<file path="src/rtl/sd_spi_responder_if.sv">
// ---------------------------------------------------------------------------
// sd_spi_responder_if
//
// SPI-mode SD card bus between a host (master) and a card (slave).
//   sclk  : SPI clock, host -> card (mode 0)
//   cs_n  : chip select, active-low, host -> card
//   mosi  : host -> card data
//   miso  : card -> host data
// ---------------------------------------------------------------------------
interface sd_spi_responder_if;
  logic sclk;
  logic cs_n;
  logic mosi;
  logic miso;

  modport master (
    output sclk,
    output cs_n,
    output mosi,
    input  miso
  );

  modport slave (
    input  sclk,
    input  cs_n,
    input  mosi,
    output miso
  );
endinterface

</file>
<file path="src/rtl/sd_spi_responder.sv">
// ---------------------------------------------------------------------------
// sd_spi_responder
//
// Card-side model of an SD card in SPI mode. The host's SCLK/CS/MOSI are
// resynchronised into the clk domain, 48-bit command frames are decoded,
// the card init state (POWERUP/IDLE/READY) is tracked and an R1 response is
// returned on MISO after NCR bytes of 0xFF fill.
//
// Parameters
//   NCR         fill bytes (0xFF) between frame end and R1 (1..8)
//   INIT_POLLS  CMD1 count in IDLE before the card reports ready (1..15)
//
// Ports
//   clk         system clock (SCLK must be at most clk/8)
//   rst         synchronous active-high reset
//   spi         SPI bus, slave side (sclk/cs_n/mosi asynchronous in, miso out)
//   cmd_valid   one-clk pulse when a complete frame has been decoded
//   cmd_index   command index of the last frame (held)
//   cmd_arg     argument of the last frame (held)
//   crc_err     CRC7 mismatch flag of the last frame (held)
//   card_state  00 POWERUP, 01 IDLE, 10 READY
//   r1          last R1 value loaded for transmission (held)
// ---------------------------------------------------------------------------
module sd_spi_responder #(
  parameter int NCR        = 1,
  parameter int INIT_POLLS = 2
) (
  input  logic                     clk,
  input  logic                     rst,
  sd_spi_responder_if.slave        spi,
  output logic                     cmd_valid,
  output logic [5:0]               cmd_index,
  output logic [31:0]              cmd_arg,
  output logic                     crc_err,
  output logic [1:0]               card_state,
  output logic [7:0]               r1
);

  localparam logic [1:0] ST_POWERUP = 2'b00;
  localparam logic [1:0] ST_IDLE    = 2'b01;
  localparam logic [1:0] ST_READY   = 2'b10;

  localparam int              TX_BITS   = (NCR + 1) * 8;
  localparam int              TX_CW     = $clog2(TX_BITS + 1);
  localparam logic [TX_CW-1:0] TX_LOAD  = TX_CW'(TX_BITS);
  localparam logic [3:0]      POLL_LOAD = 4'(INIT_POLLS);

  // Idle levels of {sclk, cs_n, mosi} used as synchronizer reset values so
  // that reset never creates a spurious SCLK edge or CS assertion.
  localparam logic [2:0] SYNC_INIT = 3'b010;

  typedef enum logic [1:0] {
    HUNT = 2'd0,
    CMD  = 2'd1,
    RESP = 2'd2
  } rx_state_t;

  // -------------------------------------------------------------------------
  // Input conditioning: 2-flop synchronizers on sclk, cs_n and mosi
  // -------------------------------------------------------------------------
  logic [2:0] raw_in;
  logic [2:0] sync_bus;

  assign raw_in = {spi.sclk, spi.cs_n, spi.mosi};

  genvar gi;
  generate
    for (gi = 0; gi < 3; gi++) begin : g_sync
      logic meta_reg;
      logic sync_reg;

      always_ff @(posedge clk) begin
        if (rst) begin
          meta_reg <= SYNC_INIT[gi];
          sync_reg <= SYNC_INIT[gi];
        end else begin
          meta_reg <= raw_in[gi];
          sync_reg <= meta_reg;
        end
      end

      assign sync_bus[gi] = sync_reg;
    end
  endgenerate

  logic sclk_s;
  logic cs_active;
  logic mosi_s;
  logic sclk_dly_reg;
  logic sclk_rise;
  logic sclk_fall;

  assign sclk_s    = sync_bus[2];
  assign cs_active = ~sync_bus[1];
  assign mosi_s    = sync_bus[0];

  always_ff @(posedge clk) begin
    if (rst) begin
      sclk_dly_reg <= 1'b0;
    end else begin
      sclk_dly_reg <= sclk_s;
    end
  end

  assign sclk_rise = sclk_s & ~sclk_dly_reg;
  assign sclk_fall = ~sclk_s & sclk_dly_reg;

  // -------------------------------------------------------------------------
  // Bit counter and receive shifter
  // -------------------------------------------------------------------------
  logic [2:0] bit_cnt_reg;
  logic [6:0] shift_reg;
  logic [7:0] rx_byte;
  logic       byte_done;
  logic       start_byte;

  // rx_byte is the byte completed by the current rise (MSB first).
  assign rx_byte    = {shift_reg, mosi_s};
  assign byte_done  = cs_active & sclk_rise & (bit_cnt_reg == 3'd7);
  assign start_byte = (rx_byte[7:6] == 2'b01);

  always_ff @(posedge clk) begin
    if (rst || !cs_active) begin
      bit_cnt_reg <= '0;
      shift_reg   <= '0;
    end else if (sclk_rise) begin
      bit_cnt_reg <= bit_cnt_reg + 3'd1;
      shift_reg   <= rx_byte[6:0];
    end
  end

  // -------------------------------------------------------------------------
  // Receiver FSM: state register
  // -------------------------------------------------------------------------
  rx_state_t state_reg;
  rx_state_t state_next;

  always_ff @(posedge clk) begin
    if (rst) begin
      state_reg <= HUNT;
    end else begin
      state_reg <= state_next;
    end
  end

  // Frame storage, byte counter, CRC and held status registers
  logic [2:0]        byte_cnt_reg;
  logic [37:0]       frame_reg;
  logic [6:0]        crc_reg;
  logic [TX_BITS-1:0] tx_sr_reg;
  logic [TX_CW-1:0]  tx_cnt_reg;
  logic              miso_reg;
  logic              cmd_valid_reg;
  logic [5:0]        cmd_index_reg;
  logic [31:0]       cmd_arg_reg;
  logic              crc_err_reg;
  logic [1:0]        card_state_reg;
  logic [7:0]        r1_reg;
  logic [3:0]        poll_reg;

  // Decoded frame fields (valid when frame_end is high)
  logic [5:0]  frame_index;
  logic        frame_crc_bad;

  assign frame_index   = frame_reg[37:32];
  assign frame_crc_bad = (crc_reg != rx_byte[7:1]);

  // Output/decode signals of the FSM
  logic       frame_end;
  logic       crc_update;
  logic       tx_step;
  logic       respond;
  logic [7:0] r1_calc;
  logic [1:0] card_state_next;
  logic [3:0] poll_next;

  // -------------------------------------------------------------------------
  // Receiver FSM: next-state logic
  // -------------------------------------------------------------------------
  always_comb begin
    state_next = state_reg;
    if (!cs_active) begin
      state_next = HUNT;
    end else begin
      case (state_reg)
        HUNT: if (byte_done && start_byte) state_next = CMD;
        CMD:  if (frame_end) state_next = respond ? RESP : HUNT;
        // The fall after R1 bit 0 restores miso and ends the response.
        RESP: if (sclk_fall && tx_cnt_reg == '0) state_next = HUNT;
        default: state_next = HUNT;
      endcase
    end
  end

  // -------------------------------------------------------------------------
  // Receiver FSM: output / command decode logic
  // -------------------------------------------------------------------------
  always_comb begin
    frame_end       = (state_reg == CMD) && byte_done && (byte_cnt_reg == 3'd5);
    // CRC covers byte 1 (seen in HUNT) and bytes 2..5 (byte_cnt 1..4).
    crc_update      = cs_active && sclk_rise &&
                      ((state_reg == HUNT) ||
                       ((state_reg == CMD) && (byte_cnt_reg <= 3'd4)));
    tx_step         = (state_reg == RESP) && sclk_fall;
    respond         = 1'b1;
    r1_calc         = 8'h00;
    card_state_next = card_state_reg;
    poll_next       = poll_reg;

    case (card_state_reg)
      ST_POWERUP: begin
        if (frame_index == 6'd0 && !frame_crc_bad) begin
          card_state_next = ST_IDLE;
          poll_next       = POLL_LOAD;
          r1_calc         = 8'h01;
        end else if (frame_index == 6'd0) begin
          r1_calc = 8'h09;
        end else begin
          respond = 1'b0;
        end
      end
      ST_IDLE: begin
        if (frame_index == 6'd0 && frame_crc_bad) begin
          r1_calc = 8'h09;
        end else if (frame_index == 6'd0) begin
          poll_next = POLL_LOAD;
          r1_calc   = 8'h01;
        end else if (frame_index == 6'd1) begin
          poll_next = poll_reg - 4'd1;
          if (poll_next == 4'd0) begin
            card_state_next = ST_READY;
            r1_calc         = 8'h00;
          end else begin
            r1_calc = 8'h01;
          end
        end else begin
          r1_calc = 8'h05;
        end
      end
      ST_READY: begin
        if (frame_index == 6'd0 && frame_crc_bad) begin
          r1_calc = 8'h08;
        end else if (frame_index == 6'd0) begin
          card_state_next = ST_IDLE;
          poll_next       = POLL_LOAD;
          r1_calc         = 8'h01;
        end else if (frame_index == 6'd1) begin
          r1_calc = 8'h00;
        end else begin
          r1_calc = 8'h04;
        end
      end
      default: begin
        // Unused encoding: fall back to power-up behaviour.
        card_state_next = ST_POWERUP;
        respond         = 1'b0;
      end
    endcase
  end

  // -------------------------------------------------------------------------
  // Frame assembly and CRC7 (x^7 + x^3 + 1, init 0), one bit per SCLK rise
  // -------------------------------------------------------------------------
  logic [6:0] crc_base;
  logic [6:0] crc_step;

  // In HUNT every byte is a potential frame start, so the CRC restarts at
  // each byte boundary until a start byte is accepted.
  assign crc_base = (state_reg == HUNT && bit_cnt_reg == 3'd0) ? 7'd0 : crc_reg;
  assign crc_step = {crc_base[5:0], 1'b0} ^ ({7{crc_base[6] ^ mosi_s}} & 7'h09);

  always_ff @(posedge clk) begin
    if (rst || !cs_active) begin
      crc_reg <= '0;
    end else if (crc_update) begin
      crc_reg <= crc_step;
    end
  end

  always_ff @(posedge clk) begin
    if (rst || !cs_active) begin
      byte_cnt_reg <= '0;
      frame_reg    <= '0;
    end else if (byte_done) begin
      if (state_reg == HUNT && start_byte) begin
        byte_cnt_reg <= 3'd1;
        frame_reg    <= {32'd0, rx_byte[5:0]};
      end else if (state_reg == CMD) begin
        byte_cnt_reg <= byte_cnt_reg + 3'd1;
        if (byte_cnt_reg <= 3'd4) begin
          frame_reg <= {frame_reg[29:0], rx_byte};
        end
      end
    end
  end

  // -------------------------------------------------------------------------
  // Held status outputs and card state
  // -------------------------------------------------------------------------
  always_ff @(posedge clk) begin
    if (rst) begin
      cmd_valid_reg  <= 1'b0;
      cmd_index_reg  <= '0;
      cmd_arg_reg    <= '0;
      crc_err_reg    <= 1'b0;
      card_state_reg <= ST_POWERUP;
      r1_reg         <= '0;
      poll_reg       <= POLL_LOAD;
    end else begin
      cmd_valid_reg <= frame_end;
      if (frame_end) begin
        cmd_index_reg  <= frame_index;
        cmd_arg_reg    <= frame_reg[31:0];
        crc_err_reg    <= frame_crc_bad;
        card_state_reg <= card_state_next;
        poll_reg       <= poll_next;
        if (respond) begin
          r1_reg <= r1_calc;
        end
      end
    end
  end

  // -------------------------------------------------------------------------
  // Response transmitter: NCR fill bytes then R1, one bit per SCLK fall
  // -------------------------------------------------------------------------
  always_ff @(posedge clk) begin
    if (rst || !cs_active) begin
      miso_reg   <= 1'b1;
      tx_sr_reg  <= '1;
      tx_cnt_reg <= '0;
    end else if (frame_end && respond) begin
      tx_sr_reg  <= {{(NCR * 8){1'b1}}, r1_calc};
      tx_cnt_reg <= TX_LOAD;
    end else if (tx_step) begin
      if (tx_cnt_reg != '0) begin
        miso_reg   <= tx_sr_reg[TX_BITS-1];
        tx_sr_reg  <= {tx_sr_reg[TX_BITS-2:0], 1'b1};
        tx_cnt_reg <= tx_cnt_reg - 1'b1;
      end else begin
        miso_reg <= 1'b1;
      end
    end
  end

  assign spi.miso   = miso_reg;
  assign cmd_valid  = cmd_valid_reg;
  assign cmd_index  = cmd_index_reg;
  assign cmd_arg    = cmd_arg_reg;
  assign crc_err    = crc_err_reg;
  assign card_state = card_state_reg;
  assign r1         = r1_reg;

endmodule

</file>
<file path="src/flat_wrapper.sv">
// flat-port wrapper written by rule: the top's interface ports become plain ports
module sd_spi_responder_flat 
#(
  parameter int NCR        = 1,
  parameter int INIT_POLLS = 2
)
  (clk, rst, cmd_valid, cmd_index, cmd_arg, crc_err, card_state, r1, spi_sclk, spi_cs_n, spi_mosi, spi_miso);
  sd_spi_responder_if spi_i ();
  input  logic clk;
  input  logic rst;
  output logic cmd_valid;
  output logic [5:0] cmd_index;
  output logic [31:0] cmd_arg;
  output logic crc_err;
  output logic [1:0] card_state;
  output logic [7:0] r1;
  input wire logic [$bits(spi_i.sclk)-1:0] spi_sclk;
  input wire logic [$bits(spi_i.cs_n)-1:0] spi_cs_n;
  input wire logic [$bits(spi_i.mosi)-1:0] spi_mosi;
  output wire logic [$bits(spi_i.miso)-1:0] spi_miso;
  assign spi_i.sclk = spi_sclk;
  assign spi_i.cs_n = spi_cs_n;
  assign spi_i.mosi = spi_mosi;
  assign spi_miso = spi_i.miso;
  sd_spi_responder #(.NCR(NCR), .INIT_POLLS(INIT_POLLS)) u_core (.clk(clk), .rst(rst), .spi(spi_i), .cmd_valid(cmd_valid), .cmd_index(cmd_index), .cmd_arg(cmd_arg), .crc_err(crc_err), .card_state(card_state), .r1(r1));
endmodule
</file>
<file path="config.mk">
export PLATFORM = sky130hd
export DESIGN_NAME = sd_spi_responder_flat
export DESIGN_NICKNAME = d
export VERILOG_FILES = /design/src/rtl/sd_spi_responder_if.sv /design/src/rtl/sd_spi_responder.sv /design/src/flat_wrapper.sv
export SDC_FILE = /design/constraint.sdc
export NUM_CORES = 1
export LEC_CHECK = 0
export BUFFER_PORTS_ARGS = -buffer_cell sky130_fd_sc_hd__buf_2
export CAP_MARGIN = 25
export CORE_UTILIZATION = 63
export CTS_CLUSTER_DIAMETER = 200
export DETAILED_ROUTE_END_ITERATION = 10
export PLACE_DENSITY = 0.85
export SLEW_MARGIN = 5
export SYNTH_ARGS = -nofsm -noshare
export SYNTH_HDL_FRONTEND = slang
export SYNTH_SLANG_ARGS = --single-unit
</file>
<file path="constraint.sdc">
create_clock -name clk -period 4.3 [get_ports clk]
set_input_delay 0.215 -clock clk [delete_from_list [all_inputs] [get_ports clk]]
set_output_delay 0.215 -clock clk [all_outputs]
set_load 0.05 [all_outputs]
</file>
[Yosys cells after proc, flatten, opt, wreduce, memory -nomap -nowiden]
Cells that the tools add are included.
Storage, ports and cells
  bits in latches: 0
  ROM bits: 0
  bits in registers: 143
  memories: 0
  input port bits: 5
  memory bits (writable): 0
Operators by class
  $add $sub $neg: 4
  mux-type cells: 46
  div/mod/pow operators: 0
  $lt $le $gt $ge: 1
  shift-type cells: 0
  equal/unequal tests: 20
  bitwise operators: 10
  reductions and logical operators: 40
  multipliers: 0
Operators by type and width (number)
  38-bit two-way mux: 3
  8-bit two-way mux: 8
  4-bit two-way mux: 7
  8-bit case mux with 3 select lines: 1
  2-bit two-way mux: 11
  5-bit two-way mux: 3
  2-bit by 1-bit != test with 1-bit output, second input constant: 7
  1-bit logical AND: 13
  3-bit two-way mux: 4
  2-bit case mux with 3 select lines: 2
  4-bit case mux with 3 select lines: 1
  2-bit AND reduction: 5
  8-bit AND reduction: 1
  2-bit nonzero test: 4
  7-bit two-way mux: 1
  7-bit != test: 1
  7-bit AND reduction: 1
  7-bit by 4-bit bitwise XOR with 7-bit output: 1
  3-bit by 1-bit adder with 3-bit output, second input constant: 2
  2-bit by 1-bit equality test with 1-bit output, second input constant: 3
  3-bit equality test, second input constant: 2
  6-bit by 1-bit equality test with 1-bit output, second input constant: 1
  6-bit zero test: 1
  2-bit != test, second input constant: 3
  20 further kinds: 35

[Longest topological paths before layout]
Gate-level depths: netlist of run 1.
  depth after elaboration: 9
  mapped depth: 9
  depth with buffers taken out: 7

[Worst setup path after synthesis of run 1]
Ideal clock, no wire load.
  kind: register to register
  start: register u_core.bit_cnt_reg[0]
  end: register u_core.tx_sr_reg[3]
  setup time: 150 ps
  arrival: 1956 ps
  period minus slack after synthesis: 2105 ps
  stages on the path, launching flop included: 10
  data required time: 4150 ps
  buffers on the path: 2
  slack: 2195 ps
  cells stage by stage: dfxtp_1 -> ha_1 -> ha_1 -> nand2b_1 -> or4_4 -> buf_6 -> or3_1 -> clkbuf_1 -> nand3_1 -> o2111ai_1
Between the ends
  longest elaborated chain between the ends: 7
RTL lines
  from (decl): line sd_spi_responder.sv:111  | logic [2:0] bit_cnt_reg;
  from (signal assigned): line sd_spi_responder.sv:127  | bit_cnt_reg <= bit_cnt_reg + 3'd1;
  3-bit equality test *: line sd_spi_responder.sv:119  | assign byte_done = cs_active & sclk_rise & (bit_cnt_reg == 3'd7);
  1-bit bitwise AND *: line sd_spi_responder.sv:119
  1-bit logical AND * (2 in series): line sd_spi_responder.sv:199  | frame_end = (state_reg == CMD) && byte_done && (byte_cnt_reg == 3'd5);
  1-bit logical AND *: line sd_spi_responder.sv:332  | end else if (frame_end && respond) begin
  2-bit nonzero test (no line)
  2-bit AND reduction (no line)
  to (signal assigned): line sd_spi_responder.sv:333  | tx_sr_reg <= {{(NCR * 8){1'b1}}, r1_calc};
  to (signal assigned): line sd_spi_responder.sv:338  | tx_sr_reg <= {tx_sr_reg[TX_BITS-2:0], 1'b1};
  to (decl): line sd_spi_responder.sv:150  | logic [TX_BITS-1:0] tx_sr_reg;
Every way passes the cells marked *; elsewhere a longest branch is shown, timed or not.
A chain may end at the register's enable or synchronous reset.

[Worst setup path in the final report of run 1]
  start: register u_core.sclk_dly_reg
  end: register u_core.tx_sr_reg[14]
Between the ends
  longest elaborated chain between the ends: 8
RTL lines
  from (decl): line sd_spi_responder.sv:89  | logic sclk_dly_reg;
  from (signal assigned): line sd_spi_responder.sv:101  | sclk_dly_reg <= sclk_s;
  1-bit NOT: line sd_spi_responder.sv:105  | assign sclk_rise = sclk_s & ~sclk_dly_reg;
  1-bit bitwise AND: line sd_spi_responder.sv:105
  1-bit bitwise AND (2 in series): line sd_spi_responder.sv:119
  1-bit logical AND (2 in series): line sd_spi_responder.sv:199
  1-bit logical AND: line sd_spi_responder.sv:332
  2-bit OR reduction (no line)
Several ways; a longest one is shown, not always the timed one.

==> flow_metrics.tcl, run 1 <==
set metrics [dict create \
    outcome "completed" \
    cts_tree "yes" \
    clkSinkCount 138 \
    reg2regPathDepth 5 \
    row_count 33 \
    gr-total-overflow 0 \
    die_x_um 95.2 \
    rr_startpoint "u_core.sclk_dly_reg" \
    totalWireLength_um 11900 \
    port_buffers 50 \
    path_cells "nand2b_1 > or4_4 > nor3_2 > nor2_1 > nand3_1" \
    synth_edf_count 0 \
    final_antenna_net_count 0 \
    ys_async_sr_fraction 0 \
    core_area_um2 8300 \
    timing.final.crit_share 0.634 \
    syn_area_um2 5470 \
    crit_type "flip-flop to flip-flop" \
    antenna_found_initial 0 \
    worst_slack_ns 1.58 \
    r2r_setup_slack_ns 1.58 \
    fin_area_um2 6310 \
    tightestPinTransition_ns 0.947 \
    drive_above_1_share 0.143 \
    syn2layout_area_growth_pct 15.4 \
    die_y_um 95.2 \
    drt-initial-drc-count 268 \
    max_clock_freq_mhz 367 \
    critPathBufInv 0 \
    rsz0062_at_grt "false" \
    synthTopCellsByArea "dfxtp_1 (51%), nand2_1 (12%), a21oi_1 (7.2%)" \
    synth_most_common_cell "nand2_1" \
    slowest_stage "or4_4" \
    hp-start "rst" \
    grt_pass1_wl_um 19100 \
    cpPeakStageDelay_ns 0.84 \
    power.density_nw_per_um2 421 \
    hold_slack_ns 0.00649 \
    tns_ns 0 \
    pin_count 56 \
    critPathLaunchType "flip-flop" \
    critPathArrivalTime_ns 3.18 \
    ir_drop_v 0.000301 \
    yosys_register_bits 138 \
    detailed_place.area_um2 5730 \
    ys_seq_area_frac 0.505 \
    avgSynthCellArea_um2 8.45 \
    synth_top_area_frac 0.505 \
    track_usage 0.277 \
    nFillCells 562 \
    hp-class "primary input to flip-flop" \
    yosys.area.top_type "dfxtp_1" \
    critPathTopFamily "simple AND/OR/NAND/NOR gates" \
    cts-htree-levels 4 \
    setup_viol 0 \
    cts_made_buffers 17 \
    netlist_instances 647 \
    route.vias.total 4584 \
    dp_hpwl_um 7510 \
    globalplace.congestion 0.869 \
    max_slew_margin 0.363 \
    diodes 0 \
    crit_required_ns 4.76 \
    fin_skew_ns 0.00842 \
    holdPathStages 2 \
    cts-root-buf "clkbuf_8" \
    ys_types 48 \
    path_max_fanout 43 \
    nets 705 \
    grt_pass1_vias 4133 \
    synth_warnings 0 \
    dieArea_um2 9060 \
    synth_common_cells "nand2_1 (173), dfxtp_1 (138), a21oi_1 (79)" \
    clockBufferDepth 2 \
    whs_endpoint "u_core.sclk_dly_reg" \
    first_pass_iters 5 \
    hold_viol_final 0 \
    drv_cap 0 \
    drc 0 \
    clk_pin_slew_ns 0.06 \
    clock_latency_ns 0.53 \
    ys.flop_type "dfxtp_1" \
    largest_reg_flops 38 \
    p_leak_nw 2.47 \
    final-max-slew-violation-count 0 \
    wl_per_cell_um 14.8 \
    start_util 0.659 \
    viasPerCell 5.71 \
    grt_max_degree 55 \
    r2r-end "u_core.tx_sr_reg[14]" \
    cp-end-kind "flip-flop" \
    layout_min_cycle_time_ns 2.72 \
    place_ws_ns 1.67 \
    finalPower_mw 2.66 \
]
## timing repair
item | 4_1_cts | 5_1_grt
gates resized for setup | 0 | 0
endpoints found under the hold margin | 3 | 0
setup buffers | 0 | 0
hold buffers | 3 | 0
## layer usage
metal	global-route usage	vias to the layer above	wire length [um]
met5	0	-	0
met4	0.125	0	282
met3	0.0702	27	760
met2	0.462	176	5710
met1	0.335	2147	5130
li1	-	2234	-
## cell type report
class	count	area (um^2)	area share
clock buffers	18	418	0.0662
clock inverters	14	131	0.0208
inverters	14	52.6	0.00833
multi-input cells	455	2490	0.394
flip-flops and latches	138	2760	0.438
well taps	105	131	0.0208
repair buffers	59	325	0.0516
## worst max path at each step
stage / from / to / slack [ns] / cells past startpoint
after floorplan: u_core.bit_cnt_reg[0] / u_core.tx_sr_reg[3] / 2.19 / 9
after global placement: u_core.sclk_dly_reg / u_core.tx_sr_reg[8] / 1.75 / 5
after detailed placement: u_core.sclk_dly_reg / u_core.tx_sr_reg[14] / 1.67 / 5
after CTS: u_core.sclk_dly_reg / u_core.r1[3] / 1.60 / 5
after global routing: u_core.sclk_dly_reg / u_core.tx_sr_reg[14] / 1.31 / 5
final: u_core.sclk_dly_reg / u_core.tx_sr_reg[14] / 1.58 / 5
## layout by cell type, fill, tap and decap left out, types with 5 or more instances in the layout
cell,instances
a211oi_1,5
a21oi_1,79
a22oi_1,12
buf_2,50
buf_4,6
clkbuf_16,16
conb_1,5
dfxtp_1,138
ha_1,15
inv_1,14
inv_6,6
mux2i_1,17
nand2_1,173
nand2b_1,9
nand3_1,17
nor2_1,39
nor2b_1,9
nor3_1,8
o21ai_0,5
xor2_1,15
## power breakdown
part	internal [mW]	switching, mW	total (mW)	leakage [nW]
Sequential	1.28	0.00200	1.28	1.11
Clock	0.733	0.604	1.34	0.260
Combinational	0.00854	0.0300	0.0386	1.09
## cell families (layout without fill, tap and decap cells)
family                     after synthesis  after routing  synth area share
buffers and inverters                   58            105            0.0449
xor gates and xnor gates                17             17            0.0272
DFF                                    138            138             0.505
other                                    1              5          0.000686
muxes                                   17             17            0.0311
AOI/OAI and AO/OA                      120            120             0.132
adders and majority gates               15             15            0.0343
and+or+nand+nor                        281            281             0.224
## stage by stage
step           utilization  instances
6_report             0.760        803
5_1_grt              0.760        803
4_1_cts              0.760        803
3_5_place_dp         0.690        768
3_3_place_gp         0.690        768
2_1_floorplan            -        651
## worst reg2reg max path, stage by stage (launching register included)
cell      delay (ns)
dfxtp_1         0.33
nand2b_1        0.39
or4_4           0.84
nor3_2          0.65
nor2_1          0.29
nand3_1         0.16
Power figures use the tool's default switching activity.
==> inputs of run 2 (changes only) <==
--- a/config.mk
+++ b/config.mk
@@ -7,10 +7,10 @@
 export LEC_CHECK = 0
 export BUFFER_PORTS_ARGS = -buffer_cell sky130_fd_sc_hd__buf_2
 export CAP_MARGIN = 25
-export CORE_UTILIZATION = 63
+export CORE_UTILIZATION = 58
 export CTS_CLUSTER_DIAMETER = 200
 export DETAILED_ROUTE_END_ITERATION = 10
-export PLACE_DENSITY = 0.85
+export PLACE_DENSITY = 0.8
 export SLEW_MARGIN = 5
 export SYNTH_ARGS = -nofsm -noshare
 export SYNTH_HDL_FRONTEND = slang
==> constraint.sdc (replaced) <==
create_clock -name clk -period 2.9 [get_ports clk]
set_input_delay 0.145 -clock clk [delete_from_list [all_inputs] [get_ports clk]]
set_output_delay 0.145 -clock clk [all_outputs]
set_load 0.05 [all_outputs]
==> flow_metrics.tcl, run 2 (synthesis results as in run 1) <==
set metrics [dict create \
    outcome "completed" \
    cts_made_buffers 17 \
    dp_cells 777 \
    cts_tree "yes" \
    crit_type "flip-flop to flip-flop" \
    crit_required_ns 3.36 \
    setup_viol 0 \
    p_int_mw 3.24 \
    viasPerCell 5.60 \
    nets 708 \
    largest_reg_flops 38 \
    wl_per_cell_um 14.7 \
    rsz0062_at_grt "false" \
    max_slew_margin 0.458 \
    hp-start "rst" \
    power.density_nw_per_um2 651 \
    drv_cap 0 \
    diodes 0 \
    p_leak_nw 2.51 \
    globalplace.congestion 0.811 \
    pin_count 56 \
    clockBufferDepth 2 \
    holdPathStages 2 \
    critPathLaunchType "flip-flop" \
    layout_min_cycle_time_ns 2.35 \
    final_common_cell "nand2_1" \
    grt_pass1_vias 4245 \
    drt-initial-drc-count 294 \
    grt_pass1_wl_um 19600 \
    max_clock_freq_mhz 425 \
    totalWireLength_um 11900 \
    cts-htree-levels 4 \
    cts_hold_buf 3 \
    gr-total-overflow 0 \
    whs_endpoint "u_core.g_sync[2].meta_reg" \
    final-max-slew-violation-count 0 \
    track_usage 0.252 \
    path_max_fanout 12 \
    dieArea_um2 9820 \
    ir_drop_v 0.000365 \
    worst_slack_ns 0.549 \
    layout_common_cells "nand2_1 (173), dfxtp_1 (138), a21oi_1 (79)" \
    syn2layout_area_growth_pct 16.9 \
    hp-class "primary input to flip-flop" \
    cts-root-buf "clkbuf_8" \
    fin_cells 812 \
    p_seq_frac 0.457 \
    critPathArrivalTime_ns 2.81 \
    tns_ns 0 \
    core_area_um2 9200 \
    grt_max_degree 44 \
    port_buffers 50 \
    r2r_setup_slack_ns 0.55 \
    row_count 35 \
    timing.final.crit_share 0.811 \
    hold_viol_final 0 \
    fin_skew_ns 0.00867 \
    clkSinkCount 138 \
    antenna_found_initial 0 \
    swShare 0.220 \
    drc 0 \
    route.vias.total 4546 \
    die_y_um 99.1 \
    rr_startpoint "u_core.bit_cnt_reg[0]" \
    clockPowerShare 0.528 \
    cp-end-kind "flip-flop" \
    start_util 0.595 \
    die_x_um 99.1 \
    reg2regPathDepth 7 \
    combPwrFrac 0.014 \
    r2r-end "u_core.tx_sr_reg[12]" \
    tightestPinTransition_ns 0.814 \
    drive_above_1_share 0.147 \
    first_pass_iters 5 \
    cts_setup_buffers 0 \
    dp_hpwl_um 7630 \
    final_antenna_net_count 0 \
    post_cts_resized 0 \
    power_switching_uw 916 \
    clock_latency_ns 0.53 \
    place_ws_ns 0.576 \
    finalPower_mw 4.16 \
    clk_pin_slew_ns 0.06 \
]
[run 2: worst max path at each step]
stage / cells after the start / slack [ns] / end / startpoint
after floorplan: 9 / 0.79 / u_core.tx_sr_reg[3] / u_core.bit_cnt_reg[0]
after global placement: 7 / 0.69 / u_core.tx_sr_reg[13] / u_core.bit_cnt_reg[0]
after detailed placement: 7 / 0.58 / u_core.tx_sr_reg[11] / u_core.bit_cnt_reg[1]
after CTS: 7 / 0.56 / u_core.tx_sr_reg[11] / u_core.bit_cnt_reg[0]
after global routing: 7 / 0.36 / u_core.tx_sr_reg[10] / u_core.bit_cnt_reg[1]
final: 7 / 0.55 / u_core.tx_sr_reg[12] / u_core.bit_cnt_reg[0]
[run 2: power groups by stage]
stage | Combinational, mW | Sequential, mW | Clock, mW
floorplan | 0.0496 | 1.94 | 0
global placement | 0.0540 | 1.95 | 0
detailed placement | 0.0549 | 1.95 | 0
CTS | 0.0587 | 1.90 | 2.20
global route | 0.0637 | 1.90 | 2.29
finish | 0.0590 | 1.90 | 2.20
[run 2: routing by layer]
| metal | up-vias | wire (um) | global-route usage |
|---|---|---|---|
| met5 | - | 0 | 0 |
| met4 | 0 | 212 | 0.113 |
| met3 | 20 | 465 | 0.0478 |
| met2 | 120 | 5900 | 0.427 |
| met1 | 2165 | 5360 | 0.315 |
| li1 | 2241 | - | - |
[run 2: cell type report]
type                       count  area [um^2]
sequential                   138         2760
fill                         681         2800
clock inverter                14          185
timing repair buffer          62          348
inverter                      14         52.6
tap                          111          139
clock buffer                  18          418
multi-input combinational    455         2490
[run 2: per-stage QoR]
| stage | util | hold slack [ns] | instance area [um^2] |
|---|---|---|---|
| global route | 0.695 | 0.0574 | 6390 |
| CTS | 0.695 | 0.00593 | 6390 |
| detailed placement | 0.626 | 0.341 | 5760 |
| finish | 0.695 | 0.0203 | 6390 |
| global placement | 0.626 | 0.337 | 5760 |
| floorplan | - | 0.249 | 5480 |
[run 2: worst max-delay path, stage by stage, from the launching register on]
cell and delay, ns:
dfxtp_1 0.38, ha_1 0.17, ha_1 0.16, nand2b_1 0.14, or4_4 0.50, nor3_2 0.53, nor2_1 0.27, nand3_1 0.15
